### src/rtl/counter_pkg.sv
// Shared encodings for the counter family: limit behaviour selection and
// the per-edge operation chosen by the next-state logic.
package counter_pkg;

    localparam int MODE_WRAP = 0;
    localparam int MODE_SAT  = 1;

    typedef enum logic [2:0] {
        OP_HOLD = 3'd0,
        OP_LOAD = 3'd1,
        OP_BOTH = 3'd2,
        OP_INC  = 3'd3,
        OP_DEC  = 3'd4
    } op_e;

    // Resolve the per-edge request priority: ld, then inc+dec together, then inc, then dec.
    function automatic op_e pick_op(input logic ld, input logic inc, input logic dec);
        if (ld)
            return OP_LOAD;
        else if (inc && dec)
            return OP_BOTH;
        else if (inc)
            return OP_INC;
        else if (dec)
            return OP_DEC;
        else
            return OP_HOLD;
    endfunction

endpackage

### src/rtl/up_down_counter_n.sv
// Bounded up/down counter with load, wrap-or-saturate limit handling and
// registered wrap / sticky-saturation / load-range-error flags.
module up_down_counter_n
    import counter_pkg::*;
#(
    parameter int WIDTH    = 3,
    parameter int MAX_VAL  = 2**WIDTH - 1,
    parameter int SATURATE = MODE_WRAP
) (
    input  logic             clk,
    input  logic             reset,
    input  logic             ld,
    input  logic [WIDTH-1:0] data,
    input  logic             inc,
    input  logic             dec,
    output logic [WIDTH-1:0] out,
    output logic             at_max,
    output logic             at_zero,
    output logic             wrap,
    output logic             sat,
    output logic             ld_err
);

    localparam logic [WIDTH-1:0] LIMIT = WIDTH'(MAX_VAL);
    localparam logic [WIDTH-1:0] ONE   = WIDTH'(1);
    localparam logic [WIDTH-1:0] ZERO  = '0;
    localparam logic             HOLD_AT_LIMIT = (SATURATE == MODE_SAT);

    op_e              op;
    logic [WIDTH-1:0] out_nxt;
    logic             wrap_nxt;
    logic             sat_nxt;
    logic             ld_err_nxt;

    always_comb begin
        op         = pick_op(ld, inc, dec);
        out_nxt    = out;
        wrap_nxt   = 1'b0;
        sat_nxt    = sat;
        ld_err_nxt = 1'b0;
        unique case (op)
            OP_LOAD: begin
                sat_nxt = 1'b0;
                // Out-of-range loads clamp to the limit so out never exceeds MAX_VAL.
                if (data > LIMIT) begin
                    out_nxt    = LIMIT;
                    ld_err_nxt = 1'b1;
                end else begin
                    out_nxt = data;
                end
            end
            OP_INC: begin
                if (out == LIMIT) begin
                    if (HOLD_AT_LIMIT) begin
                        sat_nxt = 1'b1;
                    end else begin
                        out_nxt  = ZERO;
                        wrap_nxt = 1'b1;
                    end
                end else begin
                    out_nxt = out + ONE;
                end
            end
            OP_DEC: begin
                if (out == ZERO) begin
                    if (HOLD_AT_LIMIT) begin
                        sat_nxt = 1'b1;
                    end else begin
                        out_nxt  = LIMIT;
                        wrap_nxt = 1'b1;
                    end
                end else begin
                    out_nxt = out - ONE;
                end
            end
            OP_BOTH, OP_HOLD: begin
                out_nxt = out;
            end
            default: begin
                out_nxt = out;
            end
        endcase
    end

    always_ff @(posedge clk) begin
        if (!reset) begin
            out    <= '0;
            wrap   <= 1'b0;
            sat    <= 1'b0;
            ld_err <= 1'b0;
        end else begin
            out    <= out_nxt;
            wrap   <= wrap_nxt;
            sat    <= sat_nxt;
            ld_err <= ld_err_nxt;
        end
    end

    assign at_max  = (out == LIMIT);
    assign at_zero = (out == ZERO);

endmodule

### config.mk
export PLATFORM = sky130hd
export DESIGN_NAME = up_down_counter_n
export DESIGN_NICKNAME = d
export VERILOG_FILES = /design/src/rtl/counter_pkg.sv /design/src/rtl/up_down_counter_n.sv
export SDC_FILE = /design/constraint.sdc
export NUM_CORES = 1
export LEC_CHECK = 0
export BUFFER_PORTS_ARGS = -buffer_cell sky130_fd_sc_hd__buf_2
export CAP_MARGIN = 20
export CORE_AREA = 2 2 39 41
export DETAILED_ROUTE_END_ITERATION = 16
export DIE_AREA = 0 0 41 43
export GPL_TIMING_DRIVEN = 0
export RECOVER_POWER = 50
export SYNTH_ARGS = -nofsm -noshare
export SYNTH_HDL_FRONTEND = slang
export SYNTH_SLANG_ARGS = --single-unit
### constraint.sdc
create_clock -name clk -period 1.3 [get_ports clk]
set_input_delay 0.26 -clock clk [delete_from_list [all_inputs] [get_ports clk]]
set_output_delay 0.26 -clock clk [all_outputs]
set_load 0.01 [all_outputs]
==> key figures, run 1 <==
STA
  • RSZ-0062 raised after global routing: true
  • Slew Viols, Final: 0
  • Worst setup margin: -9.50 ps
  • Skew final: 1.91 ps
  • Fmax: 764 MHz
  • Fin crit period: ~1300 ps
  • Final Hold Viols: 0
  • Final setup fails: 1
  • Period utilization: 101%

Synth
  • Post-synthesis cell type count: 20
  • Yosys top cell by area: dfxtp_1
  • Syn Inst Count: 41
  • Syn_area_per_cell: approximately 8.3 sq um
  • Largest cells by area after synthesis: dfxtp_1, ha_1, nand2b_1
  • Post-synthesis register bit count: 5
  • Post-synthesis sequential area ratio: approximately 29%
  • Top cell type's share of synthesized area: 29.3%
  • YS warnings: 0
  • Cell Area, Synth: ~340 sq um

GRT
  • GR Util All Layers: between 10% and 20%
  • Initial antenna violation count: 0
  • Vias in the first global route: 342
  • Pin count of the biggest net entering global routing: 7
  • Global-route wire length before repair: 1350 um
  • Total grt overflow: 0

Route
  • Drt total wl: roughly 770 um
  • Vias: 360
  • Antenna viol nets, final: 0
  • Via/cell ratio: about 4.5
  • WL/cell: approximately 9.6 um
  • DR pass1 iterations: 2
  • Remaining DRCs: 0
  • DRT iter0 DRCs: 1

Clock network
  • Hold Buf Count CTS: 0
  • CTS sink cnt: 5
  • TritonCTS clock tree: built
  • H-tree Lvls: 1
  • Cell chosen for the clock root: clkbuf_4
  • Total CTS buffers: 3
  • Clk Latency, worst-skew pair: between 200 and 250 ps
  • Max Root-Sink Buffers: 2
  • Clk slew on worst S/H paths: about 40 ps

Worst setup path
  • CP Cell Sequence: inv_4 > ha_4 > nand2b_4 > inv_2 > buf_6
  • Slowest stage delay, CP: between 300 and 400 ps
  • Crit Path Class: reg -> out
  • Crit path DAT: between 1000 and 1500 ps
  • Worst Path Required: between 1000 and 1500 ps
  • Slowest CP cell: dfxtp_4
  • CP endpoint kind: primary output
  • Setup crit start kind: register
  • Reg2reg path depth: 6
  • Reg-to-reg critical path startpoint: out[1]
  • Worst Path Max Fanout: 3
  • CP startpoint: out[1]

Power
  • Total power: 0.533 mW
  • Maximum vdd drop: 0.482 mV
  • LEAKAGE: between 0.2 and 0.3 nW
  • P per Cell Area: 911 nW/um^2

Placement
  • Cell Area, Placed: 438 sq um
  • Post-DP HPWL: between 500 and 600 um
  • Number of port buffers: 14
  • Final GP Congestion: 0.802
  • Inst Count DP: 72

Finish
  • Final cell count without fillers: 80
  • Multi-input gate area: around 300 sq um
  • Fraction of layout cells with a size suffix above 1: a little over half
  • Fin nets: a little under 80
  • Area Growth Syn to Fin: 71.4%
  • Fin util: 42.3%
  • N_diodes: 0
  • FILL cells: between 100 and 150
  • Final instance area: roughly 590 sq um
  • Register Area: around 110 sq um

Min path
  • Hold Startpoint: data[1]
  • Hold crit path type: in -> reg
  • Hold path depth: 3

Flow run
  • Max-cap viol count: 0

Floorplan
  • I/O pin cnt: 16
  • Die width: between 40 and 50 um
  • Chip height: roughly 43 um
  • Die ar.: between 1500 and 2000 sq um
  • Starting Density: 24.7%
  • Placeable Area: 1380 sq um
  • FP Rows: 14

Outcome
  • Outcome: complete, but fails checks
  • Failing checks: negative setup slack
## path summary, 6_finish.rpt
check        endpoint  slack, ps
max           at_zero        -10
min reg2reg    out[1]        690
max reg2reg    out[2]         40
min            out[1]        270
## layer usage
layer | global-route usage [%] | part of all wire [%] | wire, um | vias up
met3 | 3.14 | 3.3 | 25 | 2
met2 | 16.3 | 56 | 429 | 6
met4 | 10.7 | 1.2 | 9 | 0
met5 | 0 | 0 | 0 | -
li1 | - | - | - | 187
met1 | 13.8 | 39 | 303 | 165
## logic make-up (layout without fill, tap and decap cells)
group                      Yosys count  in the layout  synth area share, %
buffers and inverters                5             27                 6.59
AOI/OAI and AO/OA                   11             11                 21.6
other                                1              2                 1.10
DFF                                  5              5                 29.3
adders and majority gates            4              4                 14.7
and+or+nand+nor                     15             15                 26.7
## where the power goes
group          total [mW]  switching, mW  internal (mW)
Clock               0.175         0.0593          0.116
Sequential          0.180         0.0152          0.165
Combinational       0.178         0.0820         0.0961
Total               0.533          0.156          0.377
## per-stage QoR
step / worst slack (ps) / setup TNS (ps) / hold WS (ps)
detailed placement: -16.8 / -16.8 / 501
floorplan: 4.76 / 0 / 388
CTS: -13.8 / -19.9 / 252
finish: -9.50 / -9.50 / 267
global placement: -33.3 / -33.3 / 495
global route: -59.6 / -132 / 291
## Yosys cell counts (all sizes together)
cell and number:
ha 4, and3b 1, nand3 2, a32o 1, or2 1, o21ai 3
a221oi 1, a22oi 2, buf 1, a21o 1, conb 1, nand2b 3
a21oi 2, nor2 3, nand2 1, dfxtp 5, inv 4, a211oi 1
nor2b 4
## registers in the layout (all words and copies together) (netlist names)
signal and count:
ld_err 1, out 3, wrap 1
## cells in the final DEF, fill, tap and decap left out, drive strengths merged
cell    count
conb        2
a22oi       2
a21oi       2
a21o        1
nor2b       4
clkbuf      7
dfxtp       5
nor2        3
nand2       1
a221oi      1
o21ai       3
inv         4
ha          4
nand2b      3
nand3       2
or2         1
and3b       1
a211oi      1
buf        16
a32o        1
## worst max-delay path, delay by kind of cell, from the launching register on
kind          cells  cell delay, ps
fa+ha+maj         1             160
buf+inv           3             200
simple gates      1              70
flops             1             370
## cell type report
cell class,instances,share of cell area (%)
Multi-Input combinational cell,32,50.2
Sequential cell,5,18.6
Timing Repair Buffer,18,18.6
Clock buffer,4,4.49
Inverter,4,3.42
Tap cell,16,3.42
Buffer,1,1.28
## timing repair
| item | 4_1_cts | 5_1_grt |
|---|---|---|
| pin swaps | 1 | 4 |
| setup endpoints to repair | 4 | 4 |
| gates resized for setup | 12 | 14 |
| setup buffers | 4 | 0 |
Power figures use the tool's default switching activity.
==> run 2: changes to the inputs <==
--- a/config.mk
+++ b/config.mk
@@ -5,6 +5,7 @@
 export SDC_FILE = /design/constraint.sdc
 export NUM_CORES = 1
 export LEC_CHECK = 0
+export ABC_AREA = 1
 export BUFFER_PORTS_ARGS = -buffer_cell sky130_fd_sc_hd__buf_2
 export CAP_MARGIN = 20
 export CORE_AREA = 2 2 39 41
==> run 2 against run 1 <==
Against the previous run:
- the flow now finishes without violations
- clock power barely moved
- first-iteration DRC count grew to 9.0 times the previous value
- sequential power rose by 5%
- largest cell class unchanged
- clock skew shrank 0.91 ps
- hold slack better by 35 ps
- worst setup slack better by 17 ps
- highest routed layer is now met3
- final cell count up 25%
==> key figures, run 2 <==
Placement
  • Inst Count DP: 90 (+25%)
  • Number of port buffers: 14 (unchanged)
  • DP Worst Slack: 30.7 ps (+47.5 ps)
  • Post-DP HPWL: 663 um (+21%)
  • Final GP Congestion: 0.771 (-3.9%)

Flow run
  • Max-cap viol count: 0 (unchanged)

Synth
  • Syn_area_per_cell: 6.45 sq um (-23%)
  • Post-synth top cells: nand2_1, nor2_1, dfxtp_1, inv_1
  • Largest cells by area after synthesis: dfxtp_1, ha_1, nand2_1
  • Top cell type's share of synthesized area: 26.3% (-3.0 points)
  • Post-synthesis sequential area ratio: 26.3% (-3.0 points)
  • Syn Inst Count: 59 (+44%)
  • Most used flip-flop cell after synthesis: dfxtp_1
  • Number of synthesized flops with an enable pin: 0 (unchanged)
  • Yosys top cell by area: dfxtp_1
  • Post-synthesis cell type count: 16 (-20%)
  • Post-synthesis register bit count: 5 (unchanged)
  • YS warnings: 0 (unchanged)
  • Cell Area, Synth: 380 sq um (+11%)
  • Synth async-reset ratio: 0% (unchanged)

STA
  • Period utilization: 99.4% (-1.3 points)
  • Skew final: 0.996 ps (-0.911 ps)
  • Fmax: 774 MHz (+1.4%)
  • Final setup fails: 0 (-1)
  • Fin crit period: 1290 ps (-17.5 ps)
  • Worst Hold Slack: 302 ps (+35.3 ps)
  • Worst setup margin: 7.99 ps (+17.5 ps)
  • RSZ-0062 raised after global routing: true
  • Post-Route Setup TNS: 0 ps (+9.50 ps)
  • Slew Viols, Final: 0 (unchanged)
  • Final Hold Viols: 0 (unchanged)

Clock network
  • Clk slew on worst S/H paths: 40 ps (about the same)
  • Cell chosen for the clock root: clkbuf_4
  • Total CTS buffers: 3 (unchanged)
  • TritonCTS clock tree: built
  • CTS sink cnt: 5 (unchanged)
  • H-tree Lvls: 1 (unchanged)
  • Max Root-Sink Buffers: 2 (unchanged)
  • Clk Latency, worst-skew pair: 240 ps (about the same)
  • Hold Buf Count CTS: 0 (unchanged)

Power
  • Maximum vdd drop: 0.583 mV (+21%)
  • Total power: 0.573 mW (+7.3%)
  • P per Cell Area: 894 nW/um^2 (-1.9%)
  • LEAKAGE: 0.310 nW (+19%)

Outcome
  • Outcome: complete, no violations

Worst setup path
  • CP endpoint kind: primary output
  • Worst Path Required: 1040 ps (about the same)
  • Setup crit start kind: register
  • Crit Path Class: reg -> out
  • Crit path DAT: 1030 ps (-20 ps)
  • Worst Path Max Fanout: 4 (+1)

GRT
  • GR Util All Layers: 11.9% (+0.11 points)
  • Pin count of the biggest net entering global routing: 8 (+1)
  • Initial antenna violation count: 0 (unchanged)
  • Vias in the first global route: 378 (+11%)
  • Total grt overflow: 0 (unchanged)
  • Global-route wire length before repair: 1440 um (+6.1%)

Finish
  • Most frequent cells in the layout: nand2_1, nor2_1, buf_2
  • Fin nets: 97 (+26%)
  • N_diodes: 0 (unchanged)
  • Fraction of layout cells with a size suffix above 1: 50.0% (-4.7 points)
  • Most flop-heavy register: out
  • Commonest non-fill, non-tap cell in the layout: nand2_1
  • Final cell count without fillers: 100 (+25%)
  • Biggest regs: out (3), ld_err (1), wrap (1)
  • Area Growth Syn to Fin: 68.4%
  • FILL cells: 140 (+2.2%)
  • Max reg flops: 3 (unchanged)

Floorplan
  • Die ar.: 1760 sq um (unchanged)
  • Chip height: 43 um (unchanged)
  • Placeable Area: 1380 sq um (unchanged)
  • I/O pin cnt: 16 (unchanged)
  • Die width: 41 um (unchanged)
  • Starting Density: 27.5% (+2.8 points)
  • FP Rows: 14 (unchanged)

Route
  • DR pass1 iterations: 4 (+2)
  • Drt total wl: 949 um (+24%)
  • Antenna viol nets, final: 0 (unchanged)
  • Via/cell ratio: 4.33 (-3.8%)
  • Remaining DRCs: 0 (unchanged)
  • Vias: 433 (+20%)
  • DRT iter0 DRCs: 9 (+8)
  • WL/cell: 9.49 um (-1.1%)

Min path
  • Hold crit path type: in -> reg
[run 2: changes by cell type after synthesis, sizes merged, moves of 3 or more]
cell and change:
nand2 +13, nand3 +3, nand2b -3, inv +4
nor2 +10, nor2b -4
[run 2: path summary, 6_finish.rpt]
check             endpoint   start  slack [ps]  cells past startpoint
setup reg to reg    out[2]  out[0]          70                      9
setup / recovery    at_max  out[0]           8                      3
hold reg to reg     out[0]  out[0]         570                      2
hold / removal      out[1]   reset         300                      3
[run 2: repair_timing]
action	in CTS	in global routing
pin swaps	2	5
buffers inserted	5	1
resized for setup	16	10
endpoints found under the setup margin	2	3
[run 2: per-stage QoR]
stage / cell area, sq um / utilization [%]
after global routing: 641 / 46.3
after floorplan: 384 / -
after CTS: 592 / 42.8
after global placement: 474 / 34.3
after detailed placement: 474 / 34.3
final: 641 / 46.3
[run 2: power breakdown]
group          total [mW]  leakage, nW  switching, mW  internal, mW
combinational       0.209        0.252          0.102         0.108
sequential          0.189       0.0430         0.0221         0.167
clock               0.174       0.0150         0.0587         0.116
[run 2: final cells by class]
class                      count  area, sq um  share of cell area, %
inverter                       8         37.5                   5.86
clock buffer                   4         26.3                   4.10
multi-input combinational     46          312                   48.6
timing repair buffer          20          129                   20.1
buffer                         1         7.51                   1.17
sequential                     5          109                   17.0
tap                           16         20.0                   3.13
[run 2: per-layer routing]
metal  routed length, um  GRT usage, %
met4                   0          4.00
met5                   0             0
met3                  57          4.71
met1                 451          16.5
met2                 440          16.3
[run 2: logic make-up (layout without fill, tap and decap cells)]
logic type               count (synthesis)  count (layout)  share of synthesized area (%)
flip-flops                               5               5                           26.3
buffers and inverters                    9              33                           9.87
adder cells (fa/ha/maj)                  4               4                           13.2
AND/OR/NAND/NOR                         34              34                           41.1
other                                    1               2                          0.986
AO/OA/AOI/OAI                            6               6                           8.55
[run 2: critical path, cell delays in order, from the launching register on]
cell and delay, ps:
dfxtp_4 360, ha_4 160, ha_4 160, buf_6 110
==> run 3: changes to the inputs <==
--- a/config.mk
+++ b/config.mk
@@ -13,6 +13,7 @@
 export DIE_AREA = 0 0 41 43
 export GPL_TIMING_DRIVEN = 0
 export RECOVER_POWER = 50
+export SLEW_MARGIN = 5
 export SYNTH_ARGS = -nofsm -noshare
 export SYNTH_HDL_FRONTEND = slang
 export SYNTH_SLANG_ARGS = --single-unit
==> constraint.sdc (replaced) <==
create_clock -name clk -period 1.3 [get_ports clk]
set_input_delay 0.26 -clock clk [delete_from_list [all_inputs] [get_ports clk]]
set_output_delay 0.26 -clock clk [all_outputs]
set_load 0.05 [all_outputs]
==> run 3 against run 2 <==
Against the previous run:
- critical path type unchanged
- hold slack got worse by 18 ps
- the run now ends with negative setup slack left
- sequential share of layout area rose by 0.73 points
- highest routed layer unchanged
- sequential cell count did not move
==> key figures, run 3 (same netlist as run 2, synthesis figures left out) <==
Floorplan
  • FP Rows: 14 (unchanged)
  • Die ar.: 1760 sq um (unchanged)
  • Starting Density: 27.5% (unchanged)
  • I/O pin cnt: 16 (unchanged)
  • Die width: 41 um (unchanged)
  • Chip height: 43 um (unchanged)
  • Placeable Area: 1380 sq um (unchanged)

Worst setup path
  • Delay-heaviest family, CP: flip-flops
  • CP startpoint: out[0]
  • Setup crit start kind: register
  • CP Cell Sequence: inv_4 > ha_4 > inv_2 > nor2_4 > buf_6
  • Worst Path Required: 1040 ps (about the same)
  • Worst path bufs/invs: 3 (+2)
  • Reg-to-reg critical path startpoint: out[0]
  • Slowest stage delay, CP: 360 ps (about the same)
  • CP endpoint kind: primary output
  • Slowest CP cell: dfxtp_4
  • Crit path DAT: 1080 ps (+50 ps)
  • Crit Path Class: reg -> out
  • Worst Path Max Fanout: 3 (-1)

Clock network
  • H-tree Lvls: 1 (unchanged)
  • TritonCTS clock tree: built
  • Clk Latency, worst-skew pair: 240 ps (about the same)
  • CTS sink cnt: 5 (unchanged)
  • Total CTS buffers: 3 (unchanged)
  • Hold Buf Count CTS: 0 (unchanged)
  • Cell chosen for the clock root: clkbuf_4
  • Clk slew on worst S/H paths: 40 ps (about the same)
  • Max Root-Sink Buffers: 2 (unchanged)

Finish
  • Fraction of layout cells with a size suffix above 1: 51.2% (+1.2 points)
  • Max reg flops: 3 (unchanged)
  • Biggest regs: out (3), ld_err (1), wrap (1)
  • N_diodes: 0 (unchanged)
  • Most flop-heavy register: out
  • Most frequent cells in the layout: nand2_1, nor2_1, buf_2
  • FILL cells: 145 (+3.6%)
  • Fin util: 44.4% (-1.9 points)
  • Commonest non-fill, non-tap cell in the layout: nand2_1
  • Fin nets: 95 (-2.1%)
  • Area Growth Syn to Fin: 61.5%

STA
  • Skew final: 3.63 ps (+2.63 ps)
  • Final setup fails: 2 (+2)
  • Worst setup margin: -37.0 ps (-45.0 ps)
  • Slew Viols, Final: 0 (unchanged)
  • Fmax: 748 MHz (-3.4%)
  • Worst Hold Slack: 284 ps (-18.4 ps)
  • Period utilization: 103% (+3.5 points)
  • RSZ-0062 raised after global routing: true
  • Fin crit period: 1340 ps (+45.0 ps)
  • Final Hold Viols: 0 (unchanged)

GRT
  • Pin count of the biggest net entering global routing: 8 (unchanged)
  • Initial antenna violation count: 0 (unchanged)
  • GR Util All Layers: 12.2% (+0.39 points)
  • Total grt overflow: 0 (unchanged)
  • Vias in the first global route: 388 (+2.6%)
  • Global-route wire length before repair: 1490 um (+3.8%)

Route
  • Remaining DRCs: 0 (unchanged)
  • WL/cell: 9.17 um (-3.3%)
  • Antenna viol nets, final: 0 (unchanged)
  • Drt total wl: 899 um (-5.3%)
  • Via/cell ratio: 4.47 (+3.2%)
  • DR pass1 iterations: 4 (unchanged)
  • DRT iter0 DRCs: 10 (+1)
  • Vias: 438 (+1.2%)

Placement
  • DP Worst Slack: 35.1 ps (+4.34 ps)
  • Number of port buffers: 14 (unchanged)
  • Final GP Congestion: 0.706 (-8.5%)
  • Post-DP HPWL: 675 um (+1.7%)

Power
  • Maximum vdd drop: 0.502 mV (-14%)
  • LEAKAGE: 0.307 nW (-1.0%)
  • P per Cell Area: 981 nW/um^2 (+9.7%)

Min path
  • Hold Startpoint: reset
  • Hold crit path type: in -> reg

Outcome
  • Outcome: complete, but fails checks
  • Failing checks: negative setup slack

Flow run
  • Max-cap viol count: 0 (unchanged)
==> run 3: where the power goes <==
group	leakage (nW)	switching, mW	internal, mW
logic	0.249	0.148	0.0876
registers	0.0430	0.0208	0.167
clock network	0.0150	0.0636	0.116
==> run 3: final cells by class <==
type                       count  area [sq um]  share of cell area, %
multi-input combinational     46           294                   47.9
timing repair buffer          18           120                   19.6
sequential                     5           109                   17.7
inverter                       8          37.5                   6.11
clock buffer                   4          26.3                   4.28
tap                           16          20.0                   3.26
buffer                         1          7.51                   1.22
==> run 3: worst paths after layout <==
path | end | slack (ps) | cells after the start
min reg2reg | out[1] | 570 | 2
max reg2reg | out[2] | 50 | 9
min | out[1] | 280 | 3
max | at_zero | -40 | 5
==> run 3: layer usage <==
metal  track usage [%]  wire length [um]
met2              18.1               427
met1              15.8               421
met4              6.00                 0
met5                 0                 0
met3              3.14                50
==> run 3: worst register-to-register path, stage by stage, from the launching register on <==
cell	delay, ps
dfxtp_4	370
inv_4	40
buf_4	130
ha_1	200
nor2_1	80
nand2_1	50
nand3_1	70
nand2_1	50
nor2_1	90
nor2_1	50
==> run 3: timing repair <==
action                     4_1_cts  5_1_grt
setup endpoints to repair        2        5
pin swaps                        2        5
setup buffers                    4        0
resized for setup               10        4
==> run 3: through the flow <==
step	setup TNS (ps)	cell area [sq um]	total power, mW	cells
after global placement	0	515	0.383	90
final	-65.0	614	0.602	98
after global routing	-171	614	0.645	98
after detailed placement	0	515	0.387	90
after CTS	-109	606	0.613	98
after floorplan	0	425	0.338	60
